[src/rtl/ddr3_traffic_gen_pkg.sv]
// Shared definitions for the DDR3 AXI4-Lite traffic generator.
//   state_e       - top-level FSM states
//   STATUS_*      - bit positions inside the o_status result word
//   LFSR_TAPS     - Galois feedback mask for the 32-bit data generator
//   lfsr_next()   - one Galois step (shift right, xor taps when bit 0 falls out)
package ddr3_traffic_gen_pkg;

  typedef enum logic [2:0] {
    IDLE,
    WR_REQ,
    WR_RESP,
    RD_REQ,
    RD_DATA,
    DONE
  } state_e;

  localparam int unsigned STATUS_MISMATCH = 31;
  localparam int unsigned STATUS_TIMEOUT  = 30;
  localparam int unsigned STATUS_RESP_ERR = 29;
  localparam int unsigned STATUS_PHASE    = 28;
  localparam int unsigned STATUS_IDX_MSB  = 27;
  localparam int unsigned STATUS_IDX_LSB  = 16;
  localparam int unsigned STATUS_CNT_MSB  = 15;

  localparam logic [31:0] LFSR_TAPS = 32'h8020_0003;

  function automatic logic [31:0] lfsr_next(input logic [31:0] cur);
    return {1'b0, cur[31:1]} ^ (cur[0] ? LFSR_TAPS : 32'h0);
  endfunction

endpackage

[src/rtl/traffic_gen_lfsr32.sv]
// 32-bit Galois LFSR used as the write-data / expected-read-data generator.
//   clk   - clock
//   load  - load seed (wins over step); also used as the reset path
//   seed  - value loaded on load
//   step  - advance one position
//   q     - current LFSR value
module traffic_gen_lfsr32
  import ddr3_traffic_gen_pkg::*;
(
  input  logic        clk,
  input  logic        load,
  input  logic [31:0] seed,
  input  logic        step,
  output logic [31:0] q
);

  logic [31:0] lfsr_q, lfsr_d;

  always_comb begin
    lfsr_d = lfsr_q;
    if (load) begin
      lfsr_d = seed;
    end else if (step) begin
      lfsr_d = lfsr_next(lfsr_q);
    end
  end

  always_ff @(posedge clk) begin
    lfsr_q <= lfsr_d;
  end

  assign q = lfsr_q;

endmodule

[src/rtl/ddr3_axi_lite_traffic_gen.sv]
// Self-checking AXI4-Lite master: writes NUM_WORDS LFSR words to consecutive addresses,
// reads them all back and compares, then reports on o_done / o_status.
//   i_controller_clk, i_rst_n    - clock, synchronous active-low reset
//   m_axi_lite_aw*/w*/b*         - write address / data / response channels
//   m_axi_lite_ar*/r*            - read address / data channels
//   o_done                       - sticky test-finished flag
//   o_status                     - {mismatch, timeout, resp_err, phase, first_idx[11:0], count[15:0]}
// o_status reads all-zero on a clean pass; the phase bit is only recorded when an error flag
// is set, so a nonzero word always means something went wrong.
module ddr3_axi_lite_traffic_gen
  import ddr3_traffic_gen_pkg::*;
#(
  parameter int unsigned           ADDR_WIDTH     = 32,
  parameter logic [ADDR_WIDTH-1:0] START_ADDR     = '0,
  parameter int unsigned           ADDR_STRIDE    = 4,
  parameter int unsigned           NUM_WORDS      = 256,
  parameter logic [31:0]           SEED           = 32'hACE1_1234,
  parameter int unsigned           TIMEOUT_CYCLES = 4096
) (
  input  logic                  i_controller_clk,
  input  logic                  i_rst_n,
  output logic [ADDR_WIDTH-1:0] m_axi_lite_awaddr,
  output logic [2:0]            m_axi_lite_awprot,
  output logic                  m_axi_lite_awvalid,
  input  logic                  m_axi_lite_awready,
  output logic [31:0]           m_axi_lite_wdata,
  output logic [3:0]            m_axi_lite_wstrb,
  output logic                  m_axi_lite_wvalid,
  input  logic                  m_axi_lite_wready,
  input  logic [1:0]            m_axi_lite_bresp,
  input  logic                  m_axi_lite_bvalid,
  output logic                  m_axi_lite_bready,
  output logic [ADDR_WIDTH-1:0] m_axi_lite_araddr,
  output logic                  m_axi_lite_arvalid,
  input  logic                  m_axi_lite_arready,
  input  logic [31:0]           m_axi_lite_rdata,
  input  logic [1:0]            m_axi_lite_rresp,
  input  logic                  m_axi_lite_rvalid,
  output logic                  m_axi_lite_rready,
  output logic                  o_done,
  output logic [31:0]           o_status
);

  state_e      state_q, state_d;
  logic [11:0] idx_q, idx_d;
  logic [31:0] tmo_q, tmo_d;
  logic [31:0] status_q, status_d;
  logic        awvalid_q, awvalid_d;
  logic        wvalid_q, wvalid_d;
  logic        arvalid_q, arvalid_d;
  logic        bready_q, bready_d;
  logic        rready_q, rready_d;
  logic        done_q, done_d;
  logic        aw_done_q, aw_done_d;
  logic        w_done_q, w_done_d;

  logic        lfsr_load, lfsr_step;
  logic [31:0] lfsr_val;
  logic        aw_hs, w_hs, last_idx, wait_state, rd_phase;
  logic [ADDR_WIDTH-1:0] addr;

  traffic_gen_lfsr32 u_lfsr (
    .clk  (i_controller_clk),
    .load (lfsr_load | ~i_rst_n),
    .seed (SEED),
    .step (lfsr_step),
    .q    (lfsr_val)
  );

  // Address wraps naturally at 2^ADDR_WIDTH; idx_q is constant while a request is pending.
  assign addr = START_ADDR + ADDR_WIDTH'(idx_q) * ADDR_WIDTH'(ADDR_STRIDE);

  assign aw_hs      = awvalid_q & m_axi_lite_awready;
  assign w_hs       = wvalid_q & m_axi_lite_wready;
  assign last_idx   = (idx_q == 12'(NUM_WORDS - 1));
  assign wait_state = (state_q == WR_REQ) || (state_q == WR_RESP) ||
                      (state_q == RD_REQ) || (state_q == RD_DATA);
  assign rd_phase   = (state_q == RD_REQ) || (state_q == RD_DATA);

  always_comb begin
    state_d   = state_q;
    idx_d     = idx_q;
    status_d  = status_q;
    awvalid_d = awvalid_q;
    wvalid_d  = wvalid_q;
    arvalid_d = arvalid_q;
    bready_d  = bready_q;
    rready_d  = rready_q;
    done_d    = done_q;
    aw_done_d = aw_done_q;
    w_done_d  = w_done_q;
    tmo_d     = tmo_q;
    lfsr_load = 1'b0;
    lfsr_step = 1'b0;

    case (state_q)
      IDLE: begin
        state_d   = WR_REQ;
        awvalid_d = 1'b1;
        wvalid_d  = 1'b1;
        aw_done_d = 1'b0;
        w_done_d  = 1'b0;
      end
      WR_REQ: begin
        if (aw_hs) begin
          awvalid_d = 1'b0;
          aw_done_d = 1'b1;
        end
        if (w_hs) begin
          wvalid_d = 1'b0;
          w_done_d = 1'b1;
        end
        // Either channel may have finished earlier or both in this very cycle.
        if ((aw_done_q || aw_hs) && (w_done_q || w_hs)) begin
          state_d  = WR_RESP;
          bready_d = 1'b1;
        end
      end
      WR_RESP: begin
        if (m_axi_lite_bvalid) begin
          bready_d  = 1'b0;
          lfsr_step = 1'b1;
          if (m_axi_lite_bresp != 2'b00) status_d[STATUS_RESP_ERR] = 1'b1;
          if (last_idx) begin
            // Rewind the generator so the read pass reproduces the written sequence.
            lfsr_load = 1'b1;
            idx_d     = '0;
            state_d   = RD_REQ;
            arvalid_d = 1'b1;
          end else begin
            idx_d     = idx_q + 12'd1;
            state_d   = WR_REQ;
            awvalid_d = 1'b1;
            wvalid_d  = 1'b1;
            aw_done_d = 1'b0;
            w_done_d  = 1'b0;
          end
        end
      end
      RD_REQ: begin
        if (m_axi_lite_arready) begin
          arvalid_d = 1'b0;
          rready_d  = 1'b1;
          state_d   = RD_DATA;
        end
      end
      RD_DATA: begin
        if (m_axi_lite_rvalid) begin
          rready_d  = 1'b0;
          lfsr_step = 1'b1;
          if (m_axi_lite_rresp != 2'b00) status_d[STATUS_RESP_ERR] = 1'b1;
          if (m_axi_lite_rdata != lfsr_val) begin
            if (!status_q[STATUS_MISMATCH]) begin
              status_d[STATUS_IDX_MSB:STATUS_IDX_LSB] = idx_q;
            end
            status_d[STATUS_MISMATCH] = 1'b1;
            if (status_q[STATUS_CNT_MSB:0] != 16'hFFFF) begin
              status_d[STATUS_CNT_MSB:0] = status_q[STATUS_CNT_MSB:0] + 16'd1;
            end
          end
          if (last_idx) begin
            state_d = DONE;
            done_d  = 1'b1;
          end else begin
            idx_d     = idx_q + 12'd1;
            state_d   = RD_REQ;
            arvalid_d = 1'b1;
          end
        end
      end
      DONE: begin
        done_d = 1'b1;
      end
      default: begin
        state_d = IDLE;
      end
    endcase

    // Cycle counter restarts on every state entry; only wait states accumulate.
    if (state_d != state_q || !wait_state) begin
      tmo_d = '0;
    end else begin
      tmo_d = tmo_q + 32'd1;
    end

    if (wait_state && (state_d == state_q) && (tmo_q == 32'(TIMEOUT_CYCLES - 1))) begin
      state_d   = DONE;
      done_d    = 1'b1;
      awvalid_d = 1'b0;
      wvalid_d  = 1'b0;
      arvalid_d = 1'b0;
      bready_d  = 1'b0;
      rready_d  = 1'b0;
      tmo_d     = '0;
      status_d[STATUS_TIMEOUT] = 1'b1;
    end

    if ((state_d == DONE) && (state_q != DONE)) begin
      status_d[STATUS_PHASE] = rd_phase &&
          (status_d[STATUS_MISMATCH] || status_d[STATUS_TIMEOUT] || status_d[STATUS_RESP_ERR]);
    end
  end

  always_ff @(posedge i_controller_clk) begin
    if (!i_rst_n) begin
      state_q   <= IDLE;
      idx_q     <= '0;
      tmo_q     <= '0;
      status_q  <= '0;
      awvalid_q <= 1'b0;
      wvalid_q  <= 1'b0;
      arvalid_q <= 1'b0;
      bready_q  <= 1'b0;
      rready_q  <= 1'b0;
      done_q    <= 1'b0;
      aw_done_q <= 1'b0;
      w_done_q  <= 1'b0;
    end else begin
      state_q   <= state_d;
      idx_q     <= idx_d;
      tmo_q     <= tmo_d;
      status_q  <= status_d;
      awvalid_q <= awvalid_d;
      wvalid_q  <= wvalid_d;
      arvalid_q <= arvalid_d;
      bready_q  <= bready_d;
      rready_q  <= rready_d;
      done_q    <= done_d;
      aw_done_q <= aw_done_d;
      w_done_q  <= w_done_d;
    end
  end

  assign m_axi_lite_awaddr  = addr;
  assign m_axi_lite_awprot  = 3'b000;
  assign m_axi_lite_awvalid = awvalid_q;
  assign m_axi_lite_wdata   = lfsr_val;
  assign m_axi_lite_wstrb   = 4'hF;
  assign m_axi_lite_wvalid  = wvalid_q;
  assign m_axi_lite_bready  = bready_q;
  assign m_axi_lite_araddr  = addr;
  assign m_axi_lite_arvalid = arvalid_q;
  assign m_axi_lite_rready  = rready_q;
  assign o_done             = done_q;
  assign o_status           = status_q;

endmodule
[config.mk]
export PLATFORM = sky130hd
export DESIGN_NAME = ddr3_axi_lite_traffic_gen
export DESIGN_NICKNAME = d
export VERILOG_FILES = /design/src/rtl/ddr3_traffic_gen_pkg.sv /design/src/rtl/traffic_gen_lfsr32.sv /design/src/rtl/ddr3_axi_lite_traffic_gen.sv
export SDC_FILE = /design/constraint.sdc
export NUM_CORES = 1
export LEC_CHECK = 0
export BUFFER_PORTS_ARGS = -buffer_cell sky130_fd_sc_hd__buf_2
export CAP_MARGIN = 20
export CORE_MARGIN = 1
export CORE_UTILIZATION = 57
export DETAILED_ROUTE_END_ITERATION = 12
export GPL_ROUTABILITY_DRIVEN = 0
export HOLD_SLACK_MARGIN = 0.1
export PLACE_DENSITY = 0.88
export RECOVER_POWER = 100
export SYNTH_ARGS = -nofsm -noshare
export SYNTH_HDL_FRONTEND = slang
export SYNTH_HIERARCHICAL = 1
export SYNTH_SLANG_ARGS = --single-unit
[constraint.sdc]
create_clock -name i_controller_clk -period 7.9 [get_ports i_controller_clk]
set_input_delay 1.58 -clock i_controller_clk [delete_from_list [all_inputs] [get_ports i_controller_clk]]
set_output_delay 1.58 -clock i_controller_clk [all_outputs]
set_load 0.005 [all_outputs]
-- Yosys cells after proc, flatten, opt, wreduce, memory -nomap -nowiden
Index checks and enable logic that the tools add are counted.
- bits in registers: 119
- eq/ne operators: 24
- add/sub/neg operators: 3
- reductions and logical operators: 35
- muxes and demuxes: 55
- bitwise logic cells: 6
- operators with widths (operator ; number):
    12-bit 2-to-1 mux ; 4
    32-bit by 1-bit adder with 32-bit output (second input constant) ; 1
    32-bit by 12-bit == test with 1-bit output (second input constant) ; 1
    32-bit 2-to-1 mux ; 1
    32-bit inequality test ; 1
    31-bit by 32-bit bitwise XOR with 32-bit output ; 1
    1-bit 2-to-1 mux ; 31
    12-bit one-hot mux with 2 select lines ; 1
    4-bit AND reduction ; 5
    3-bit 2-to-1 mux ; 6
    3-bit one-hot mux with 6 select lines ; 1
    16-bit by 1-bit adder with 16-bit output (second input constant) ; 1
    16-bit inequality test (second input constant) ; 1
    2-bit inequality test (second input constant) ; 8
    1-bit one-hot mux with 3 select lines ; 5
    12-bit by 1-bit adder with 12-bit output (second input constant) ; 1
    12-bit by 8-bit == test with 1-bit output (second input constant) ; 1
    1-bit one-hot mux with 2 select lines ; 5
    2-bit nonzero test ; 5
    3-bit == test (second input constant) ; 3
    1-bit logical OR ; 9
    3-bit AND reduction ; 3
    3-bit nonzero test ; 3
    3-bit by 2-bit == test with 1-bit output (second input constant) ; 2
    16 further kinds ; 23

-- Depth between registers and ports, before layout
- depth after elaboration: 12
- gate-level depth with buffers: 11
- gate-level depth less buffers: 8

-- Hierarchy
Netlist, hierarchy kept.
- by module, submodules not included (module ; area an instance (um^2) ; instances ; sequential area each (um^2) ; cells an instance):
    ddr3_axi_lite_traffic_gen ; 4982.3 ; 1 ; 1741.7 ; 601
    traffic_gen_lfsr32 ; 1495.2 ; 1 ; 960.9 ; 75

-- Worst setup path after synthesis
Ideal clock, no wire load.
- path type: in2reg
- from: in m_axi_lite_bvalid
- to: reg u_lfsr.lfsr_q[0] (netlist: u_lfsr/q[0]), enable pin
- slack: 4.238 ns
- library setup time: 0.375 ns
- data required time: 7.525 ns
- buffers on the path: 3
- data arrival time: 3.287 ns
- stages on the path: 9
- cell sequence: nor2b_1 > nand2_1 > or2_2 > and2_1 > inv_1 > buf_2 > buf_6 > buf_6 > or2_2
- longest elaborated chain between the ends: 3
- elaborated cells on any way between the ends: 5
- those cells by class: 4 x mux; 1 x bitwise
- ends and longest elaborated chain (what ; RTL line ; text):
    from (decl) ; ddr3_axi_lite_traffic_gen.sv:31 ; input logic m_axi_lite_bvalid,
    1-bit 2-to-1 mux ; ddr3_axi_lite_traffic_gen.sv:120 ; if (m_axi_lite_bvalid) begin
    1-bit 2-to-1 mux ; ddr3_axi_lite_traffic_gen.sv:96 ; case (state_q)
    1-bit bitwise OR ; ddr3_axi_lite_traffic_gen.sv:64 ; .load (lfsr_load | ~i_rst_n),
    to (signal assigned) ; traffic_gen_lfsr32.sv:29 ; lfsr_q <= lfsr_d;
    to (decl) ; traffic_gen_lfsr32.sv:17 ; logic [31:0] lfsr_q, lfsr_d;
Several ways; a longest one is shown, not always the timed one.
A chain may end at the register's enable or synchronous reset.

-- Worst setup path in the final report
- from: in i_rst_n
- to: reg u_lfsr.lfsr_q[28] (netlist: u_lfsr/q[28]) (data pin)
- longest elaborated chain between the ends: 2
- ends and longest elaborated chain (what ; RTL line ; text):
    from (decl) ; ddr3_axi_lite_traffic_gen.sv:21 ; input logic i_rst_n,
    1-bit NOT (no source line) ; - ;
    1-bit bitwise OR ; ddr3_axi_lite_traffic_gen.sv:64 ;
Every way passes these cells.

==> reports/results.tsv <==
metric	value	unit
status	complete, but fails checks	
violations	capacitance limit, slew limit	
start_util	0.592	
place_area	0.00701	mm²
crit_path_start_kind	primary input	
path_class	in2reg	
p_seq_frac	0.442	
fin_crit	4.67	ns
p_sw_frac	0.237	
dr.pass1.iters	5	
drcViolationCount	0	
yosysSeqAreaShare	0.417	
syn-mean-instance-area	9.58	µm²
drive_gt1_frac	0.147	
ios	184	
grt_max_degree	47	
cts_buffer_depth	2	
leakage	2.76	nW
port-buffer-count	136	
drv_cap	3	
wl_per_cell	15.3	µm
synth_top_area_frac	0.269	
combPwrFrac	0.072	
holdCritPathClass	reg2reg	
setup_violations	0	
setup_tns	0	ns
synth-simple-area-share	0.211	
die_w	109	µm
drt-initial-drc-count	416	
grt_pass1_vias	4844	
track_usage	0.256	
power_switching	0.358	mW
netlist_area	0.00648	mm²
synth-xor-area-share	0.100	
cp.required	8.05	ns
intPower	1.15	mW
crit_fanout	46	
rsz0062_at_grt	no	
postCtsResizedCells	0	
routed_via_density	5.33	
cts_tree	done	
worst_clock_skew	0.0104	ns
final_common_cell	dfxtp_1	
synth-edff-count	32	
grt_pass1_wl	22900	µm
synth_fa_ha_area_frac	0.00579	
yosys.area.top_type	dfxtp_1	
r2r_start	idx_q[0]$_SDFFE_PN0P_	
die_h	109	µm
max_freq	214	MHz
hold_viol	0	
relSlewSlack	-0.544	
synth_compound_area_frac	0.0738	
worstSetupEndpointType	flop	
final_cell_mix	dfxtp_1, conb_1, nor2_1, buf_2, clkbuf_1	
core	0.0109	mm²
cp.arrival	4.82	ns
htree_levels	4	
antenna_found_initial	0	
whs_endpoint	o_status[21]$_SDFFE_PN0P_	
rr_worst_depth	8	
synth_seq_cells	119	
synth_top_family_by_area	simple AND/OR/NAND/NOR gates	
r2r_setup_slack	3.29	ns
finalPower	1.51	mW
hpwl	10100	µm
drt-total-wl	15000	µm
synth.area.top_cells	dfxtp_1, edfxtp_1, buf_4	
insertion_delay	0.41	ns
peakVddDrop	0.150	mV
num_antenna_cells	0	
cts.sinks	119	
vias	5206	
min_path_cells	2	
yosysWarningCount	6	
ctsHoldBuffers	0	
ys.flop_type	dfxtp_1	
dieArea	0.0118	mm²
hold_start	o_status[21]$_SDFFE_PN0P_	
clk_pin_slew	0.06	ns
final_nets	870	
rows	38	
period_share	0.591	
timing.rr.end	u_lfsr/q[28]$_DFFE_PP_	
postCtsSetupRepairBufs	0	
syn-instance-count	676	
clkPwrFrac	0.485	
worstMarginPinSlew	2.32	ns
grt-ovfl-total	0	
area_growth	14.0	%
fin_area	0.00738	mm²
slew_violations	120	
synth.area.mux_share	0.0869	
async_reset_ff_frac	0	
cts_buffers	17	
clockRootBuffer	clkbuf_16	
powerDensity	205	mW/mm²
ys_types	69	
postRouteAntennaNets	0	
stage by stage:
stage               hold WS, ns  instances  utilization  setup WS [ns]
floorplan                 0.441        753            -           4.24
global placement          0.441        945        0.641           4.12
detailed placement        0.449        945        0.641           3.96
CTS                       0.457        977        0.692           4.36
global route              0.475        977        0.675           3.04
finish                    0.462        977        0.675           3.23
power by group through the flow:
stage	combinational (mW)	sequential [mW]	clock (mW)
2_1_floorplan	0.0999	0.674	0
3_3_place_gp	0.114	0.680	0
3_5_place_dp	0.117	0.681	0
4_1_cts	0.119	0.668	0.737
5_1_grt	0.122	0.670	0.767
6_report	0.109	0.668	0.733
worst max-delay path by stage:
stage / start / to / slack, ns
floorplan: m_axi_lite_bvalid / u_lfsr/q[0]$_DFFE_PP_ / 4.24
global placement: m_axi_lite_bvalid / u_lfsr/q[3]$_DFFE_PP_ / 4.12
detailed placement: m_axi_lite_rdata[22] / o_status[25]$_SDFFE_PN0P_ / 3.96
CTS: m_axi_lite_rdata[22] / o_status[25]$_SDFFE_PN0P_ / 4.36
global route: i_rst_n / u_lfsr/q[1]$_DFFE_PP_ / 3.04
finish: i_rst_n / u_lfsr/q[28]$_DFFE_PP_ / 3.23
worst max-delay path, cell delays in order:
cell	delay, ns
clkbuf_1	0.62
and2_0	0.42
clkinv_1	0.08
clkbuf_1	1.65
mux2_1	0.45
state kept, by name, indices dropped and copies added, names as in the netlist:
register / count
tmo_q: 32
u_lfsr/q: 32
idx_q: 12
m_axi_lite_wvalid: 1
m_axi_lite_rready: 1
m_axi_lite_awvalid: 1
state_q: 3
o_done: 1
o_status: 32
w_done_q: 1
aw_done_q: 1
m_axi_lite_arvalid: 1
m_axi_lite_bready: 1
per-layer routing:
metal  track usage  vias to the layer above  share of wire
li1              -                     2533              -
met1         0.302                     2415           0.40
met2         0.449                      229           0.50
met3        0.0633                       29          0.074
met4        0.0907                        0          0.020
met5             0                        -              0
layout make-up:
| cell class | count | area [µm²] |
|---|---|---|
| Clock inverter | 11 | 93.8 |
| Sequential cell | 119 | 2700 |
| Fill cell | 859 | 3550 |
| Tap cell | 140 | 175 |
| Multi-Input combinational cell | 537 | 3290 |
| Inverter | 11 | 41.3 |
| Clock buffer | 21 | 472 |
| Timing Repair Buffer | 138 | 607 |
cells by family after synthesis:
group,count (synthesis)
AO/OA/AOI/OAI,77
XOR/XNOR,74
adder cells (fa/ha/maj),3
buffers and inverters,97
flip-flops,119
multiplexers,44
other,2
AND/OR/NAND/NOR,260
Yosys cell counts (7+ instances only):
cell	n
and2_1	12
nand2_1	61
xnor2_1	49
dfxtp_1	87
nor2_1	71
inv_1	10
mux2_4	23
clkbuf_1	8
buf_4	61
xor2_1	25
nand4_1	28
o21ai_0	21
a21oi_1	28
and3_1	8
or3_1	7
nand3_1	20
nor4_1	9
buf_2	11
edfxtp_1	32
mux2i_1	15
Note: power is estimated with default switching activity, not from simulation.
